`src/rtl/score_display_scanner_pkg.sv`:
```
// ---------------------------------------------------------------------------
// score_display_scanner_pkg
// Shared constants, FSM encoding and helpers for the score display path.
//   NUM_DIGITS / VALUE_MAX : display geometry and largest showable value
//   state_e                : bin2bcd_seq conversion FSM states
//   ONES..THOUSANDS        : digit-select indices as driven on tog
//   add3_if_ge5()          : double-dabble nibble correction
// ---------------------------------------------------------------------------
package score_display_scanner_pkg;

    localparam int NUM_DIGITS = 4;
    localparam int VALUE_MAX  = 9999;
    localparam int BCD_W      = 4 * NUM_DIGITS;

    typedef enum logic [1:0] {
        IDLE  = 2'd0,
        SHIFT = 2'd1,
        DONE  = 2'd2
    } state_e;

    typedef logic [1:0] digit_idx_t;

    localparam digit_idx_t ONES      = 2'd0;
    localparam digit_idx_t TENS      = 2'd1;
    localparam digit_idx_t HUNDREDS  = 2'd2;
    localparam digit_idx_t THOUSANDS = 2'd3;

    // A BCD nibble of 5 or more would become >= 10 after the next shift,
    // so it is pre-corrected by +3 to carry into the next digit instead.
    function automatic logic [3:0] add3_if_ge5(input logic [3:0] d);
        return (d >= 4'd5) ? d + 4'd3 : d;
    endfunction

endpackage

```
`src/rtl/score_display_scanner_if.sv`:
```
// ---------------------------------------------------------------------------
// score_display_scanner_if
// Groups the request/status and display-side signals of the scanner.
//   value  : binary score (master -> slave)
//   update : convert request, sampled on clk rising edge (master -> slave)
//   busy   : conversion in progress (slave -> master)
//   done   : one-cycle pulse when new digits become visible (slave -> master)
//   tog    : digit select, 0 = ones ... 3 = thousands (slave -> master)
//   num    : BCD digit for the slot selected by tog (slave -> master)
// VALUE_W must match the VALUE_W of the connected score_display_scanner.
// ---------------------------------------------------------------------------
interface score_display_scanner_if #(
    parameter int VALUE_W = 14
);
    logic [VALUE_W-1:0] value;
    logic               update;
    logic               busy;
    logic               done;
    logic [1:0]         tog;
    logic [3:0]         num;

    modport master (
        output value, update,
        input  busy, done, tog, num
    );

    modport slave (
        input  value, update,
        output busy, done, tog, num
    );

endinterface

```
`src/rtl/score_display_scanner_bin2bcd_seq.sv`:
```
// ---------------------------------------------------------------------------
// bin2bcd_seq
// Sequential double-dabble converter with request queueing and a held,
// atomically updated set of display digits.
//   clk, rst   : clock, asynchronous active-high reset
//   value_i    : binary value, clamped to VALUE_MAX when captured
//   update_i   : conversion request; while busy it is remembered (one deep)
//   busy_o     : high whenever the FSM is not in IDLE
//   done_o     : one-cycle pulse in the cycle the new digits appear
//   digits_o   : displayed digits, index 0 = ones
// ---------------------------------------------------------------------------
module bin2bcd_seq
    import score_display_scanner_pkg::*;
#(
    parameter int VALUE_W = 14
) (
    input  logic                         clk,
    input  logic                         rst,
    input  logic [VALUE_W-1:0]           value_i,
    input  logic                         update_i,
    output logic                         busy_o,
    output logic                         done_o,
    output logic [NUM_DIGITS-1:0][3:0]   digits_o
);

    localparam int CNT_W = $clog2(VALUE_W + 1);

    state_e                       state_q,   state_d;
    logic                         pending_q, pending_d;
    logic [CNT_W-1:0]             count_q,   count_d;
    logic [VALUE_W-1:0]           bin_q,     bin_d;
    logic [BCD_W-1:0]             bcd_q,     bcd_d;
    logic [NUM_DIGITS-1:0][3:0]   digits_q,  digits_d;
    logic                         done_q,    done_d;

    logic [VALUE_W-1:0]           clamped;
    logic [BCD_W-1:0]             bcd_adj;

    // Compare in 32 bits so the clamp stays correct for any VALUE_W.
    always_comb begin
        clamped = (32'(value_i) > VALUE_MAX) ? VALUE_W'(VALUE_MAX) : value_i;
    end

    always_comb begin
        bcd_adj = bcd_q;
        for (int i = 0; i < NUM_DIGITS; i++) begin
            bcd_adj[4*i +: 4] = add3_if_ge5(bcd_q[4*i +: 4]);
        end
    end

    always_comb begin
        // NOTE: every signal gets a default before the case so no path
        // leaves one unassigned, which would infer a latch.
        state_d   = state_q;
        pending_d = pending_q;
        count_d   = count_q;
        bin_d     = bin_q;
        bcd_d     = bcd_q;
        digits_d  = digits_q;
        done_d    = 1'b0;

        case (state_q)
            IDLE: begin
                if (update_i || pending_q) begin
                    bin_d     = clamped;
                    bcd_d     = '0;
                    count_d   = '0;
                    pending_d = 1'b0;
                    state_d   = SHIFT;
                end
            end
            SHIFT: begin
                if (update_i) begin
                    pending_d = 1'b1;
                end
                {bcd_d, bin_d} = {bcd_adj, bin_q} << 1;
                count_d        = count_q + 1'b1;
                if (count_q == CNT_W'(VALUE_W - 1)) begin
                    state_d = DONE;
                end
            end
            DONE: begin
                if (update_i) begin
                    pending_d = 1'b1;
                end
                // Digits change only here, all four together.
                digits_d = bcd_q;
                done_d   = 1'b1;
                state_d  = IDLE;
            end
            default: begin
                state_d = IDLE;
            end
        endcase
    end

    // NOTE: state is updated with non-blocking assignments so every register
    // samples the pre-edge values, independent of statement order.
    // The digit registers are reset too: the display must read 0000 right
    // after reset, not power-up garbage.
    always_ff @(posedge clk or posedge rst) begin
        if (rst) begin
            state_q   <= IDLE;
            pending_q <= 1'b0;
            count_q   <= '0;
            bin_q     <= '0;
            bcd_q     <= '0;
            digits_q  <= '0;
            done_q    <= 1'b0;
        end else begin
            state_q   <= state_d;
            pending_q <= pending_d;
            count_q   <= count_d;
            bin_q     <= bin_d;
            bcd_q     <= bcd_d;
            digits_q  <= digits_d;
            done_q    <= done_d;
        end
    end

    assign busy_o   = (state_q != IDLE);
    assign done_o   = done_q;
    assign digits_o = digits_q;

endmodule

```
`src/rtl/score_display_scanner.sv`:
```
// ---------------------------------------------------------------------------
// score_display_scanner
// Converts a binary score to four BCD digits and time-multiplexes them for
// the existing BCD-to-segment/anode decoder.
//   clk, rst : clock, asynchronous active-high reset
//   bus      : score_display_scanner_if.slave
//              value/update in; busy/done/tog/num out
// Parameters:
//   REFRESH_CYCLES : clk cycles per digit slot (>= 2)
//   VALUE_W        : width of the binary score
// ---------------------------------------------------------------------------
module score_display_scanner
    import score_display_scanner_pkg::*;
#(
    parameter int REFRESH_CYCLES = 100000,
    parameter int VALUE_W        = 14
) (
    input  logic                   clk,
    input  logic                   rst,
    score_display_scanner_if.slave bus
);

    localparam int PRE_W = $clog2(REFRESH_CYCLES);

    logic [PRE_W-1:0]           prescaler_q, prescaler_d;
    digit_idx_t                 tog_q,       tog_d;
    logic [NUM_DIGITS-1:0][3:0] digits;

    bin2bcd_seq #(
        .VALUE_W (VALUE_W)
    ) u_bin2bcd (
        .clk      (clk),
        .rst      (rst),
        .value_i  (bus.value),
        .update_i (bus.update),
        .busy_o   (bus.busy),
        .done_o   (bus.done),
        .digits_o (digits)
    );

    // Free-running refresh timer; deliberately unaware of the converter so
    // the scan cadence never stalls during a conversion.
    always_comb begin
        prescaler_d = prescaler_q + 1'b1;
        tog_d       = tog_q;
        if (prescaler_q == PRE_W'(REFRESH_CYCLES - 1)) begin
            prescaler_d = '0;
            tog_d       = tog_q + 1'b1;   // 3 -> 0 by natural wrap
        end
    end

    always_ff @(posedge clk or posedge rst) begin
        if (rst) begin
            prescaler_q <= '0;
            tog_q       <= ONES;
        end else begin
            prescaler_q <= prescaler_d;
            tog_q       <= tog_d;
        end
    end

    assign bus.tog = tog_q;
    assign bus.num = digits[tog_q];

endmodule

```
`src/flat_wrapper.sv`:
```
// flat-port wrapper written by rule: the top's interface ports become plain ports
module score_display_scanner_flat import score_display_scanner_pkg::*;
#(
    parameter int REFRESH_CYCLES = 100000,
    parameter int VALUE_W        = 14
)
  (clk, rst, bus_value, bus_update, bus_busy, bus_done, bus_tog, bus_num);
  score_display_scanner_if #(.VALUE_W(VALUE_W)) bus_i ();
  input  logic clk;
  input  logic rst;
  input wire logic [$bits(bus_i.value)-1:0] bus_value;
  input wire logic [$bits(bus_i.update)-1:0] bus_update;
  output wire logic [$bits(bus_i.busy)-1:0] bus_busy;
  output wire logic [$bits(bus_i.done)-1:0] bus_done;
  output wire logic [$bits(bus_i.tog)-1:0] bus_tog;
  output wire logic [$bits(bus_i.num)-1:0] bus_num;
  assign bus_i.value = bus_value;
  assign bus_i.update = bus_update;
  assign bus_busy = bus_i.busy;
  assign bus_done = bus_i.done;
  assign bus_tog = bus_i.tog;
  assign bus_num = bus_i.num;
  score_display_scanner #(.REFRESH_CYCLES(REFRESH_CYCLES), .VALUE_W(VALUE_W)) u_core (.clk(clk), .rst(rst), .bus(bus_i));
endmodule
```
`config.mk`:
```
export PLATFORM = sky130hd
export DESIGN_NAME = score_display_scanner_flat
export DESIGN_NICKNAME = d
export VERILOG_FILES = /design/src/rtl/score_display_scanner_pkg.sv /design/src/rtl/score_display_scanner_if.sv /design/src/rtl/score_display_scanner_bin2bcd_seq.sv /design/src/rtl/score_display_scanner.sv /design/src/flat_wrapper.sv
export SDC_FILE = /design/constraint.sdc
export NUM_CORES = 1
export LEC_CHECK = 0
export ABC_AREA = 1
export CAP_MARGIN = 15
export CORE_MARGIN = 1
export CORE_UTILIZATION = 45
export CTS_BUF_LIST = sky130_fd_sc_hd__clkbuf_4 sky130_fd_sc_hd__clkbuf_8
export CTS_CLUSTER_DIAMETER = 30
export DETAILED_ROUTE_END_ITERATION = 8
export PLACE_DENSITY = 0.66
export SLEW_MARGIN = 20
export SYNTH_ARGS = -nofsm -noshare
export SYNTH_HDL_FRONTEND = slang
export SYNTH_SLANG_ARGS = --single-unit
export TNS_END_PERCENT = 20
```
`constraint.sdc`:
```
create_clock -name clk -period 2.4 [get_ports clk]
set_input_delay 0.48 -clock clk [delete_from_list [all_inputs] [get_ports clk]]
set_output_delay 0.48 -clock clk [all_outputs]
set_load 0.05 [all_outputs]
```
==> results.yml <==
clock_tree:
  htree_levels: 3
  insertion_delay_ns: 0.34
  cts_setup_buffers: 0
  clk_path_buf_depth: 2
  clock_sinks: 73
  cts_inserted_buffers: 9
  root_buffer: "clkbuf_8"
  cts_tree: "built"
  clkTransAtPathRegs_ns: 0.07
critical_path:
  reg2reg_slack_ns: 0.55
  cp_cell_sequence: "clkdlybuf4s50_1"
  r2r_end: "u_core.u_bin2bcd.bin_q[12]"
  slowest_stage: "clkdlybuf4s50_1"
  cp.required_ns: 1.92
  startpoint: "u_core.bus.tog[0]"
  start_kind: "flip-flop"
  critical_path_class: "reg -> out"
  cp_max_fo: 12
  crit_family: "buffers and inverters"
  reg2reg_from: "u_core.u_bin2bcd.state_q[1]"
  cp.depth: 1
  cp.buffers_inverters: 1
  crit_arrival_ns: 1.79
  worstRegToRegCells: 6
  cp_slowest_stage_delay_ns: 0.88
  endpoint_kind: "output port"
sta:
  finalClockSkew_ns: 0.0128
  setup_violations: 0
  rsz0062_at_grt: "no"
  hold_viol: 0
  slew_viol_final: 0
  fmax_mhz: 441
  period_needed_ns: 2.27
  tightest_slew_ns: 0.491
  post-route-period-util: 0.945
  fin_tns_setup_ns: 0
  max_slew_margin: 0.672
layout:
  n_fill_cell: 783
  syn_to_final_growth_pct: 14.5
  layout-drive-gt1-share: 0.0787
  instances_no_fill: 639
  insertedDiodeCount: 0
  nets: 561
floorplan:
  start_util: 0.470
  io-pin-count: 25
  die-area_um2: 9090
  die_y_um: 95.3
  die_w_um: 95.3
  row_count: 33
  core_um2: 8340
yosys:
  synth_seq_cells: 73
  syn_nets: 535
  synth_cell_types: 31
  synth.avg_cell_area_um2: 7.79
  synth_area_um2: 3920
  synth.area.top_cells: "dfrtp_1 (47%), nand2_1 (10%), nor2_1 (8.8%)"
  synthTopCellsByCount: "nand2_1 (105), nor2_1 (92), dfrtp_1 (73)"
  synth_edf_count: 0
  synth_most_common_cell: "nand2_1"
  synth_top_area_share: 0.466
  async_flop_share: 1.00
  synth-main-ff-cell: "dfrtp_1"
  yosysSeqAreaShare: 0.466
  syn_inst: 503
  yosysWarnings: 0
  yosysTopAreaCell: "dfrtp_1"
hold_path:
  min_path_type: "reg -> reg"
  hold_end: "u_core.u_bin2bcd.bin_q[3]"
  whs_path_depth: 2
  hold_start: "u_core.u_bin2bcd.bin_q[3]"
route:
  drt-total-wl_mm: 7.86
  drt_iter0_drc: 207
  route.detailed.drc: 0
  wl_per_cell_um: 12.3
  routed_via_density: 5.08
  dr.pass1.iters: 4
  via_count: 3245
  ant_nets: 0
power_and_ir_drop:
  power.switching_uw: 1210
  seq_power_share: 0.440
  netSwitchingFraction: 0.327
  leakagePower_uw: 0.00220
  worst_ir_drop_vdd_uv: 430
  pwr_density_cell_nw_per_um2: 822
  p_clk_frac: 0.277
  p_int_uw: 2480
  pwr-share-comb: 0.283
place:
  port_buffers: 24
  dp_cells: 623
  hpwl_mm: 5.50
  place_congestion: 0.840
grt:
  grt_pass1_wl_mm: 13.7
  grt_overflow: 0
  grtUsageTotal: 0.197
  antenna_found_initial: 0
  grt_pass1_vias: 3029
  grt_start_max_net_pins: 74
job:
  maxCapViolations: 0
status:
  outcome: "complete, no violations"
-- registers in the layout, summed over array words and instances, names as in the netlist --
name	cells
u_core.u_bin2bcd.digits_o	16
u_core.u_bin2bcd.bin_q	14
u_core.u_bin2bcd.bcd_q	16
u_core.bus.tog	2
u_core.u_bin2bcd.done_o	1
u_core.u_bin2bcd.state_q	2
u_core.prescaler_q	17
u_core.u_bin2bcd.count_q	4
u_core.u_bin2bcd.pending_q	1
-- worst max path at each step --
| stage | slack, ns | to |
|---|---|---|
| floorplan | 0.07 | u_core.bus.tog[0] |
| global placement | 0.41 | bus_busy |
| detailed placement | 0.38 | bus_busy |
| CTS | 0.12 | bus_tog[0] |
| global route | 0.03 | bus_tog[0] |
| finish | 0.13 | bus_tog[0] |
-- cell families after synthesis --
family	share of synthesized area
compound gates	0.122
simple gates	0.257
flops	0.466
xor+xnor	0.0201
fa+ha+maj	0.0479
buf+inv	0.0868
-- per-stage QoR --
stage	power (µW)	cell area, µm²	hold WS [ns]	utilization	setup WS [ns]
6_report	3690	4490	0.488	0.538	0.132
5_1_grt	3960	4490	0.501	0.538	0.0311
4_1_cts	3720	4490	0.489	0.538	0.121
3_5_place_dp	2680	4270	0.471	0.512	0.375
3_3_place_gp	2660	4270	0.465	0.512	0.408
2_1_floorplan	2340	3920	0.449	-	0.0667
-- per-layer routing --
layer  GRT usage  wire [µm]  part of all wire  vias to the layer above
li1            -          -                 -                     1653
met1       0.260       3800              0.48                     1503
met2       0.316       3550              0.45                       85
met3      0.0550        441             0.056                        4
met4      0.0556         70            0.0089                        0
met5           0          0                 0                        -
-- power by group through the flow --
stage | registers, µW | logic (µW) | clock network (µW)
after floorplan | 1600 | 739 | 0
after global placement | 1640 | 1020 | 0
after detailed placement | 1640 | 1040 | 0
after CTS | 1620 | 1050 | 1060
after global routing | 1650 | 1200 | 1110
final | 1620 | 1040 | 1020
-- timing repair --
action                     4_1_cts  5_1_grt
hold endpoints to repair         0        0
setup endpoints to repair        1        0
hold buffers                     0        0
gates resized for setup          1        0
-- layout by cell type (no fill, tap or decap) --
cell type        Yosys  layout
nand3_1             19      19
clkdlybuf4s50_1      0      19
nand2_4              1       1
buf_12               0       4
a21oi_1             34      34
clkinv_1             2       2
o21ai_0             33      33
nor2_4               3       3
nand3b_1             1       1
inv_1               60      59
nand3b_2             1       1
o21ai_1              5       5
dlygate4sd2_1        0       1
xor2_1               6       6
buf_4                0       5
bufinv_16            0       1
nor2_1              92      92
o21bai_1             2       2
nand4_1              8       8
clkbuf_4             0       2
dfrtp_1             73      73
clkbuf_8             0      12
xnor2_1              3       3
nand2_1            105     105
clkinv_2             0       1
o211ai_1             1       1
nand3_4              1       1
o21ai_2              1       1
or2_2                1       1
ha_1                15      15
o22ai_1              9       9
nor3_1               1       1
o31ai_1              4       4
inv_2                3       4
nand2_2              2       2
nor2_2               3       3
-- layout make-up --
class / instances / area (µm²) / area share
Clock inverter: 2 / 35.0 / 0.00781
Clock buffer: 14 / 180 / 0.0402
Tap cell: 105 / 131 / 0.0293
Timing Repair Buffer: 29 / 317 / 0.0706
Inverter: 65 / 244 / 0.0544
Sequential cell: 73 / 1830 / 0.407
Multi-Input combinational cell: 351 / 1750 / 0.391
Note: power is estimated with default switching activity, not from simulation.
